`config.mk`:
```
export PLATFORM = sky130hd
export DESIGN_NAME = display_source_sequencer
export DESIGN_NICKNAME = d
export VERILOG_FILES = /design/src/rtl/display_source_sequencer_pkg.sv /design/src/rtl/display_source_sequencer_dwell_timer.sv /design/src/rtl/display_source_sequencer.sv
export SDC_FILE = /design/constraint.sdc
export NUM_CORES = 1
export LEC_CHECK = 0
export BUFFER_PORTS_ARGS = -buffer_cell sky130_fd_sc_hd__buf_2
export CAP_MARGIN = 20
export CORE_MARGIN = 2
export CORE_UTILIZATION = 50
export CTS_BUF_LIST = sky130_fd_sc_hd__clkbuf_4 sky130_fd_sc_hd__clkbuf_8 sky130_fd_sc_hd__clkbuf_16
export CTS_CLUSTER_DIAMETER = 100
export DETAILED_ROUTE_END_ITERATION = 8
export PLACE_DENSITY = 0.72
export SLEW_MARGIN = 5
export SYNTH_ARGS = -nofsm -noshare
export SYNTH_HDL_FRONTEND = slang
export SYNTH_SLANG_ARGS = --single-unit
```
`constraint.sdc`:
```
create_clock -name Clk -period 4.8 [get_ports Clk]
set_input_delay 0.96 -clock Clk [delete_from_list [all_inputs] [get_ports Clk]]
set_output_delay 0.96 -clock Clk [all_outputs]
set_load 0.01 [all_outputs]
```
`src/rtl/display_source_sequencer_pkg.sv`:
```
`default_nettype none
// ============================================================================
// Module   : display_source_sequencer_pkg
// Brief    : Shared types, constants and the digit-slice helper
//            for the display source sequencer.
// Revision : 1.0 - initial release
// ============================================================================
package display_source_sequencer_pkg;

    localparam logic [3:0] BLANK_DIGIT = 4'hF;

    typedef enum logic [0:0] {
        ST_MANUAL = 1'b0,
        ST_AUTO   = 1'b1
    } state_t;

    // Bit offset of source 'src' inside the packed multi-source bus
    function automatic int unsigned src_lsb(input int unsigned src, input int unsigned digits);
        return src * digits * 4;
    endfunction

endpackage
`default_nettype wire

```
`src/rtl/display_source_sequencer_dwell_timer.sv`:
```
`default_nettype none
// ============================================================================
// Module   : dwell_timer
// Brief    : Modulo-MOD counter with enable, synchronous clear (wins over
//            enable) and a terminal-count pulse on the wrapping cycle.
// Revision : 1.0 - initial release
// ============================================================================
module dwell_timer #(
    parameter int MOD = 4
) (
    input  logic clk,
    input  logic rst,
    input  logic i_en,
    input  logic i_clr,
    output logic o_tc
);

    localparam int            CW     = (MOD > 1) ? $clog2(MOD) : 1;
    localparam logic [CW-1:0] c_last = CW'(MOD - 1);

    logic [CW-1:0] r_count;

    always_ff @(posedge clk) begin
        if (rst || i_clr) begin
            r_count <= '0;
        end else if (i_en) begin
            r_count <= (r_count == c_last) ? '0 : r_count + 1'b1;
        end
    end

    assign o_tc = i_en && !i_clr && (r_count == c_last);

endmodule
`default_nettype wire

```
`src/rtl/display_source_sequencer.sv`:
```
`default_nettype none
// ============================================================================
// Module   : display_source_sequencer
// Brief    : Registered manual/auto-rotate selector feeding the digit
//            decoders. Optional blink blanking when BLINK_EN is defined.
// Revision : 1.0 - initial release
// ============================================================================
module display_source_sequencer
    import display_source_sequencer_pkg::*;
#(
    parameter int N_SRC      = 2,
    parameter int DIGITS     = 2,
`ifdef BLINK_EN
    parameter int BLINK_HALF = 25_000_000,
`endif
    parameter int DWELL      = 50_000_000,
    parameter int SW         = (N_SRC > 1) ? $clog2(N_SRC) : 1
) (
    input  logic                      Clk,
    input  logic                      Rst,
    input  logic [N_SRC*DIGITS*4-1:0] SrcData,
    input  logic                      Mode,
    input  logic [SW-1:0]             Sel,
    input  logic                      Hold,
`ifdef BLINK_EN
    input  logic [N_SRC-1:0]          BlinkReq,
`endif
    output logic [DIGITS*4-1:0]       Display,
    output logic [SW-1:0]             ActiveSrc,
    output logic                      SrcChange
);

    localparam int          c_dw_bits  = DIGITS * 4;
    localparam logic [SW-1:0] c_last_src = SW'(N_SRC - 1);

    state_t               r_state;
    state_t               w_next_state;
    logic [SW-1:0]        r_active;
    logic [SW-1:0]        w_next_active;
    logic [c_dw_bits-1:0] r_display;
    logic [c_dw_bits-1:0] w_src_digits;
    logic [c_dw_bits-1:0] w_disp_next;
    logic                 r_change;
    logic                 w_change;
    logic                 w_dwell_tc;

    // Dwell only counts once already in AUTO, so entering AUTO starts from 0
    dwell_timer #(.MOD(DWELL)) u_dwell (
        .clk   (Clk),
        .rst   (Rst),
        .i_en  (!Hold && Mode && (r_state == ST_AUTO)),
        .i_clr (!Hold && !Mode),
        .o_tc  (w_dwell_tc)
    );

    always_comb begin
        w_next_state  = r_state;
        w_next_active = r_active;
        if (!Hold) begin
            w_next_state = Mode ? ST_AUTO : ST_MANUAL;
            if (!Mode) begin
                if (32'(Sel) < N_SRC) begin
                    w_next_active = Sel;
                end
            end else if (w_dwell_tc) begin
                w_next_active = (r_active == c_last_src) ? '0 : r_active + 1'b1;
            end
        end
    end

    assign w_change     = !Hold && (w_next_active != r_active);
    assign w_src_digits = SrcData[src_lsb(32'(r_active), DIGITS) +: c_dw_bits];

`ifdef BLINK_EN
    logic w_blink_tc;
    logic r_blank;

    dwell_timer #(.MOD(BLINK_HALF)) u_blink (
        .clk   (Clk),
        .rst   (Rst),
        .i_en  (!Hold),
        .i_clr (w_change),
        .o_tc  (w_blink_tc)
    );

    // Each newly shown source begins in the visible phase
    always_ff @(posedge Clk) begin
        if (Rst) begin
            r_blank <= 1'b0;
        end else if (!Hold) begin
            if (w_change) begin
                r_blank <= 1'b0;
            end else if (w_blink_tc) begin
                r_blank <= ~r_blank;
            end
        end
    end

    assign w_disp_next = (BlinkReq[r_active] && r_blank) ? {DIGITS{BLANK_DIGIT}} : w_src_digits;
`else
    assign w_disp_next = w_src_digits;
`endif

    always_ff @(posedge Clk) begin
        if (Rst) begin
            r_state   <= ST_MANUAL;
            r_active  <= '0;
            r_display <= '0;
            r_change  <= 1'b0;
        end else begin
            r_state  <= w_next_state;
            r_active <= w_next_active;
            r_change <= w_change;
            if (!Hold) begin
                r_display <= w_disp_next;
            end
        end
    end

    assign Display   = r_display;
    assign ActiveSrc = r_active;
    assign SrcChange = r_change;

endmodule
`default_nettype wire
```
### Yosys cells after proc, flatten, opt, wreduce, memory -nomap -nowiden

Index checks and enable logic that the tools add are counted.

| word-level totals | value |
|---|---|
| register bits after elaboration | 37 |
| output and inout port bits | 10 |
| logic and storage cells | 26 |

| cells by class | value |
|---|---|
| add/sub/neg operators | 2 |
| equality and inequality tests | 2 |
| shift operators | 1 |
| muxes and demuxes | 6 |
| reductions and logical operators | 10 |

Operators by type and width:

| kind | number |
|---|---|
| 26-bit by 1-bit adder with 26-bit output (second input constant) | 1 |
| 26-bit == test (second input constant) | 1 |
| 26-bit two-way mux | 1 |
| 16-bit by 5-bit indexed part select with 8-bit output | 1 |
| 1-bit logical AND | 6 |
| 1-bit two-way mux | 5 |
| 1-bit logical NOT | 3 |
| 1-bit adder (second input constant) | 1 |
| 1-bit logical OR | 1 |
| 1-bit inequality test | 1 |

### Logic depth before layout (Yosys ltp)

Gate-level depths: netlist of the first run.

| logic depth | value |
|---|---|
| depth after elaboration | 10 |
| depth in mapped cells | 7 |

### By module

A second synthesis of the first run with hierarchy kept.

| second synthesis, totals | value |
|---|---|
| cell total of the unflattened synthesis | 198 |
| area total of the unflattened synthesis | 1804.2 um^2 |

Modules (own cells, without submodules):

| module | instances | cells an instance | area an instance (um^2) |
|---|---|---|---|
| dwell_timer | 1 | 146 | 1244.9 |
| display_source_sequencer | 1 | 52 | 559.3 |

### Worst setup path before layout of the first run

Ideal clock, no wire load.

| path | value |
|---|---|
| path type | input-to-reg |
| start | input port Hold |
| end | register u_dwell.r_count[24] |
| data arrival time | 2.170 ns |
| required time | 4.721 ns |
| setup slack | 2.550 ns |
| stages on the path | 6 |
| path buffers | 2 |
| cells stage by stage | and3b_1 buf_4 nand4_2 buf_6 or4_1 a211oi_2 |

| on the way | value |
|---|---|
| word-level cells in the longest chain between the ends | 3 |

Ends and longest elaborated chain:

| what | line | source |
|---|---|---|
| start: declaration | display_source_sequencer.sv:24 | `input logic Hold,` |
| 1-bit logical NOT (*) | n/a |  |
| 1-bit logical AND, on equally long branches | display_source_sequencer.sv:51, display_source_sequencer.sv:52 |  |
| 1-bit logical AND / 1-bit logical OR (equally long branches) | display_source_sequencer.sv:51, display_source_sequencer_dwell_timer.sv:24 |  |
| end signal: assignment | display_source_sequencer_dwell_timer.sv:27 | `r_count <= (r_count == c_last) ? '0 : r_count + 1'b1;` |
| end: declaration | display_source_sequencer_dwell_timer.sv:21 | `logic [CW-1:0] r_count;` |

Every way passes the cells marked *; elsewhere a longest branch is shown, timed or not.
A chain may end at the register's enable or synchronous reset.

### Final worst setup path of the first run

| path | value |
|---|---|
| start | input port Hold |
| end | register u_dwell.r_count[25] |

Same word-level chain as after synthesis.

==> flow_summary.ini, run 1 <==
[cts]
post_cts_resized = 0
ctsHoldBuffers = 0
cts_setup_buffers = 0
clk_path_buf_depth = 2
htreeDepth = 2
cts_tree = built
clock_sinks = 37
cts.reportedPaths.clkPinSlew_ps = 70
clock-root-buffer = clkbuf_8
cts-buffers-inserted = 5
insertion_delay_ps = 290

[cells_and_area]
diodes = 0
area_growth_pct = 9.99
final_util_pct = 58.1
nets = 269
layout-drive-gt1-share_pct = 19.4
n_fill_cell = 361

[synth]
synth_area_per_cell_sq_um = 8.79
synth_flop_cell = dfxtp_1
async_flop_share_pct = 0
yosys_warnings = 0
syn-num-nets = 247
syn_inst = 225
syn-cell-area_sq_um = 1980
yosys.cell_types.count = 48
ys_seq_area_share_pct = 37.4
synth_edf_count = 0
yosys_register_bits = 37

[sta]
hold_violations = 0
hold_slack_ps = 482
min_period_ps = 2600
rsz0062_at_grt = no
max_slew_margin_pct = 59.5
setup_viol = 0
max_freq_ghz = 0.385
worst_pin_slew_ps = 607
fin_worst_skew_ps = 4.49
drv_slew = 0
finalSetupTns_ps = 0
post-route-period-util_pct = 54.1

[critical_path]
cp_max_fo = 23
path_buf_inv = 1
endpoint_kind = register
crit_slowest_cell = or4_1
critical_path_required_ps = 5010
worst_ep_arrival_time_ps = 2810
path_cells = buf_2 -> and3b_1 -> nand4_2 -> or4_1 -> a211oi_1
path_delay_family = simple AND/OR/NAND/NOR gates
critPathMaxStageDelay_ps = 560
cp-start-kind = input pin
path_class = input pin to register

[routing]
viasPerCell = 6.05
final_antenna_net_count = 0
drt-total-wl_um = 4220
num_vias = 1785
wl_per_cell_um = 14.3
drc = 0
drt_iter0_markers = 152
drt_pass1_iterations = 5

[global_route]
track_usage_pct = 20.9
grt_pass1_wl_um = 7090
grt_pass1_vias = 1532
antenna_found_initial = 0
grt_max_degree = 27
overflow = 0

[floorplan]
rows = 22
die_h_um = 66.9
start_util_pct = 52.8
die_x_um = 66.9
die-area_sq_um = 4480
core_area_sq_um = 3740
ioPinCount = 31

[placement]
routabilityCongestion = 0.771
io_buffers = 30
hpwl_um = 2900

[hold_path]
min_path_type = register to register

[status]
status = completed

[flow_run]
maxCapViolations = 0

[pwr]
irDropWorstVdd_mv = 0.154
powerDensity_nw_per_um2 = 269
power.leakage_nw = 0.739
[placed cells by master (no fill, tap or decap), types with 4 or more instances in the layout]
cell	synthesis	layout
mux2i_1	9	9
buf_2	1	30
nor3_1	8	7
inv_1	4	4
and4_1	5	5
nand4_1	9	9
dfxtp_1	37	37
nand3_1	8	8
o21ai_0	4	4
nor2_1	25	25
nand2_1	10	10
a211oi_1	13	13
or4_1	9	9
o31ai_1	10	10
a21oi_1	12	12
xnor2_1	6	6
clkbuf_8	0	6
[cells by family (layout without fill, tap and decap cells)]
logic type	after synthesis	after routing	share of synthesized area [%]
and+or+nand+nor	98	98	28.8
AOI/OAI and AO/OA	52	52	18.5
buffers and inverters	20	42	6.58
adders and majority gates	1	1	0.632
xor gates and xnor gates	8	8	3.54
muxes	9	9	4.55
DFF	37	37	37.4
[layer usage]
layer	wire (um)	vias up	share of wire (%)	GRT usage, %
met4	95	0	2.3	11.7
met2	1940	50	46	30.9
met3	221	10	5.2	4.73
met1	1960	823	47	27.7
li1	-	902	-	-
met5	0	-	0	0
[cell type report]
class / count / area, sq um / share of cell area [%]
Sequential cell: 37 / 741 / 34.0
Tap cell: 48 / 60.1 / 2.76
Inverter: 4 / 15.0 / 0.690
Multi-Input combinational cell: 168 / 1110 / 51.1
Clock buffer: 7 / 90.1 / 4.14
Timing Repair Buffer: 31 / 158 / 7.25
[stage by stage]
stage / std cells / total power [W] / area [sq um] / setup slack [ps]
6_report: 295 / 0.000585 / 2180 / 2200
5_1_grt: 295 / 0.000606 / 2180 / 2040
4_1_cts: 295 / 0.000588 / 2180 / 2210
3_5_place_dp: 288 / 0.000366 / 2090 / 1900
3_3_place_gp: 288 / 0.000365 / 2090 / 1970
2_1_floorplan: 225 / 0.000351 / 1980 / 2550
[worst paths after layout]
| check | end | slack, ps | from | cells past startpoint |
|---|---|---|---|---|
| min | Display[4]$_SDFFE_PP0N_ | 480 | Display[4]$_SDFFE_PP0N_ | 2 |
| max | u_dwell.r_count[25]$_SDFFE_PP0N_ | 2200 | Hold | 5 |
| min reg2reg | Display[4]$_SDFFE_PP0N_ | 480 | Display[4]$_SDFFE_PP0N_ | 2 |
| max reg2reg | ActiveSrc$_SDFF_PP0_ | 2670 | u_dwell.r_count[0]$_SDFFE_PP0N_ | 5 |
[cell usage after synthesis (all sizes together) (2+ instances only)]
| cell type | n | area, sq um |
|---|---|---|
| dfxtp | 37 | 741 |
| nor2 | 25 | 93.8 |
| a211oi | 15 | 123 |
| a21oi | 12 | 60.1 |
| nand2 | 12 | 55.1 |
| buf | 11 | 95.1 |
| nand4 | 10 | 68.8 |
| o31ai | 10 | 75.1 |
| or4 | 10 | 78.8 |
| mux2i | 9 | 90.1 |
| nand3 | 8 | 40.0 |
| nor3 | 8 | 40.0 |
| xnor2 | 6 | 52.6 |
| and4 | 5 | 43.8 |
| clkbuf | 5 | 20.0 |
| and3 | 4 | 27.5 |
| inv | 4 | 15.0 |
| o21ai | 4 | 20.0 |
| or3 | 3 | 18.8 |
| or4b | 3 | 30.0 |
| a31oi | 2 | 12.5 |
| and2 | 2 | 12.5 |
| nor4 | 2 | 12.5 |
| o311ai | 2 | 17.5 |
| o41ai | 2 | 17.5 |
| xor2 | 2 | 17.5 |
[report_power, final]
part	internal (W)	switching (W)
combinational	0.0000188	0.0000221
sequential	0.000312	0.00000511
clock	0.000120	0.000107
[state kept, by name, indices dropped and copies added (netlist names)]
| name | flops |
|---|---|
| ActiveSrc | 1 |
| Display | 8 |
| SrcChange | 1 |
| u_dwell.r_count | 26 |
| r_state | 1 |
[worst register-to-register path, stage by stage (launching register included)]
cell and delay, ps:
dfxtp_1 410, ha_1 400, and4b_1 260, nand4_1 250
or4b_1 590, a31oi_1 160
Note: power is estimated with default switching activity, not from simulation.
==> run 2: changes to the inputs <==
clock period = 2.6 ns   (was 4.8 ns; I/O delays follow)
==> run 2 against run 1 <==
Critical path depth unchanged. Cell count up 1.4%. Clock-buffer cell count down 2. Die area unchanged. Sequential share of layout area down 1.0 points. Sequential power up 84%. Register-to-register slack worse by 2200 ps. Global-route usage up 0.57 points. Worst setup slack worse by 1700 ps. Sequential cell count unchanged. Worst hold slack better by 2.5 ps.
==> flow_summary.ini, run 2 (same netlist as run 1, synthesis figures left out) <==
[critical_path]
rr_worst_depth = 5
crit_slowest_cell = or4b_1
endpoint_kind = register
cp-start-kind = register
r2r_slack_ps = 490
cp_max_fo = 7
timing.rr.start = u_dwell.r_count[0]$_SDFFE_PP0N_
worst_ep_arrival_time_ps = 2330
path_cells = ha_1 -> and4b_1 -> nand4_1 -> or4b_1 -> a31oi_1
critPathMaxStageDelay_ps = 600
critical_path_required_ps = 2830
rr_endpoint = ActiveSrc$_SDFF_PP0_
path_class = register to register

[sta]
rsz0062_at_grt = no
hold_violations = 0
setup_slack_ps = 492
min_period_ps = 2110
post-route-period-util_pct = 81.1
max_freq_ghz = 0.474
drv_slew = 0
finalSetupTns_ps = 0
fin_worst_skew_ps = 6.67
setup_viol = 0
worst_pin_slew_ps = 612
max_slew_margin_pct = 59.1

[cts]
htreeDepth = 2
cts_tree = built
cts-buffers-inserted = 5
clk_path_buf_depth = 2
ctsHoldBuffers = 0
post_cts_resized = 0
insertion_delay_ps = 290
clock_sinks = 37
cts_setup_buffers = 0
cts.reportedPaths.clkPinSlew_ps = 80
clock-root-buffer = clkbuf_8

[hold_path]
hold_depth = 2
hold_path.startpoint = u_dwell.r_count[23]$_SDFFE_PP0N_
holdPathEnd = u_dwell.r_count[23]$_SDFFE_PP0N_
min_path_type = register to register

[floorplan]
ioPinCount = 31
core_area_sq_um = 3740
die-area_sq_um = 4480
die_h_um = 66.9
die_x_um = 66.9
start_util_pct = 52.8
rows = 22

[cells_and_area]
largest_register = u_dwell.r_count
layout_common_cells = 37 x dfxtp_1, 30 x buf_2, 25 x nor2_1
layout-drive-gt1-share_pct = 20.7
nets = 272
final_common_cell = dfxtp_1
diodes = 0
largest_register_ffs = 26
area_growth_pct = 13.3

[routing]
drc = 0
wl_per_cell_um = 14.5
drt-total-wl_um = 4330
viasPerCell = 6.01
drt_pass1_iterations = 4
final_antenna_net_count = 0
num_vias = 1796
drt_iter0_markers = 136

[pwr]
powerDensity_nw_per_um2 = 561
power.leakage_nw = 0.776
irDropWorstVdd_mv = 0.268

[global_route]
overflow = 0
grt_pass1_wl_um = 7250
track_usage_pct = 21.4
grt_max_degree = 27
antenna_found_initial = 0
grt_pass1_vias = 1544

[placement]
io_buffers = 30
place_ws_ps = 392
routabilityCongestion = 0.806
hpwl_um = 2970

[flow_run]
maxCapViolations = 0

[status]
status = completed
==> run 2: routing by layer <==
layer	track usage (%)	wire length [um]	vias to the layer above
li1	-	-	910
met1	28.9	2060	839
met2	32.4	1990	43
met3	5.07	234	4
met4	9.44	38	0
met5	0	0	-
==> run 2: area by class of cell <==
type	count	area, sq um
fill	351	1500
multi-input combinational	168	1110
sequential	37	741
timing repair buffer	34	180
clock buffer	5	68.8
clock inverter	3	65.1
tap	48	60.1
inverter	4	15.0
==> run 2: how the worst max path moves through the flow <==
stage | start | end | slack (ps) | cells after the start
final | u_dwell.r_count[0]$_SDFFE_PP0N_ | ActiveSrc$_SDFF_PP0_ | 490 | 5
after global placement | Hold | u_dwell.r_count[21]$_SDFFE_PP0N_ | 440 | 5
after global routing | u_dwell.r_count[0]$_SDFFE_PP0N_ | ActiveSrc$_SDFF_PP0_ | 290 | 5
after CTS | u_dwell.r_count[0]$_SDFFE_PP0N_ | ActiveSrc$_SDFF_PP0_ | 490 | 5
after floorplan | Hold | u_dwell.r_count[24]$_SDFFE_PP0N_ | 790 | 6
after detailed placement | Hold | u_dwell.r_count[25]$_SDFFE_PP0N_ | 390 | 5
==> run 2: metrics by stage <==
step / cell area, sq um / total power (W) / std cells / utilization, % / hold WS (ps)
floorplan: 1980 / 0.000648 / 225 / - / 452
global placement: 2110 / 0.000675 / 291 / 56.3 / 463
detailed placement: 2110 / 0.000675 / 291 / 56.3 / 473
CTS: 2240 / 0.00127 / 299 / 59.9 / 487
global route: 2240 / 0.00130 / 299 / 59.9 / 504
finish: 2240 / 0.00126 / 299 / 59.9 / 485
==> run 2: power by group <==
part	leakage, nW	switching, W	internal (W)
logic	0.408	0.0000405	0.0000351
registers	0.300	0.00000962	0.000576
clock network	0.0681	0.000215	0.000381
==> run 2: worst max-delay path, delay by kind of cell, from the launching register on <==
| kind | cells | cell delay (ps) |
|---|---|---|
| and+or+nand+nor | 3 | 1110 |
| DFF | 1 | 410 |
| adders and majority gates | 1 | 350 |
| AOI/OAI and AO/OA | 1 | 170 |
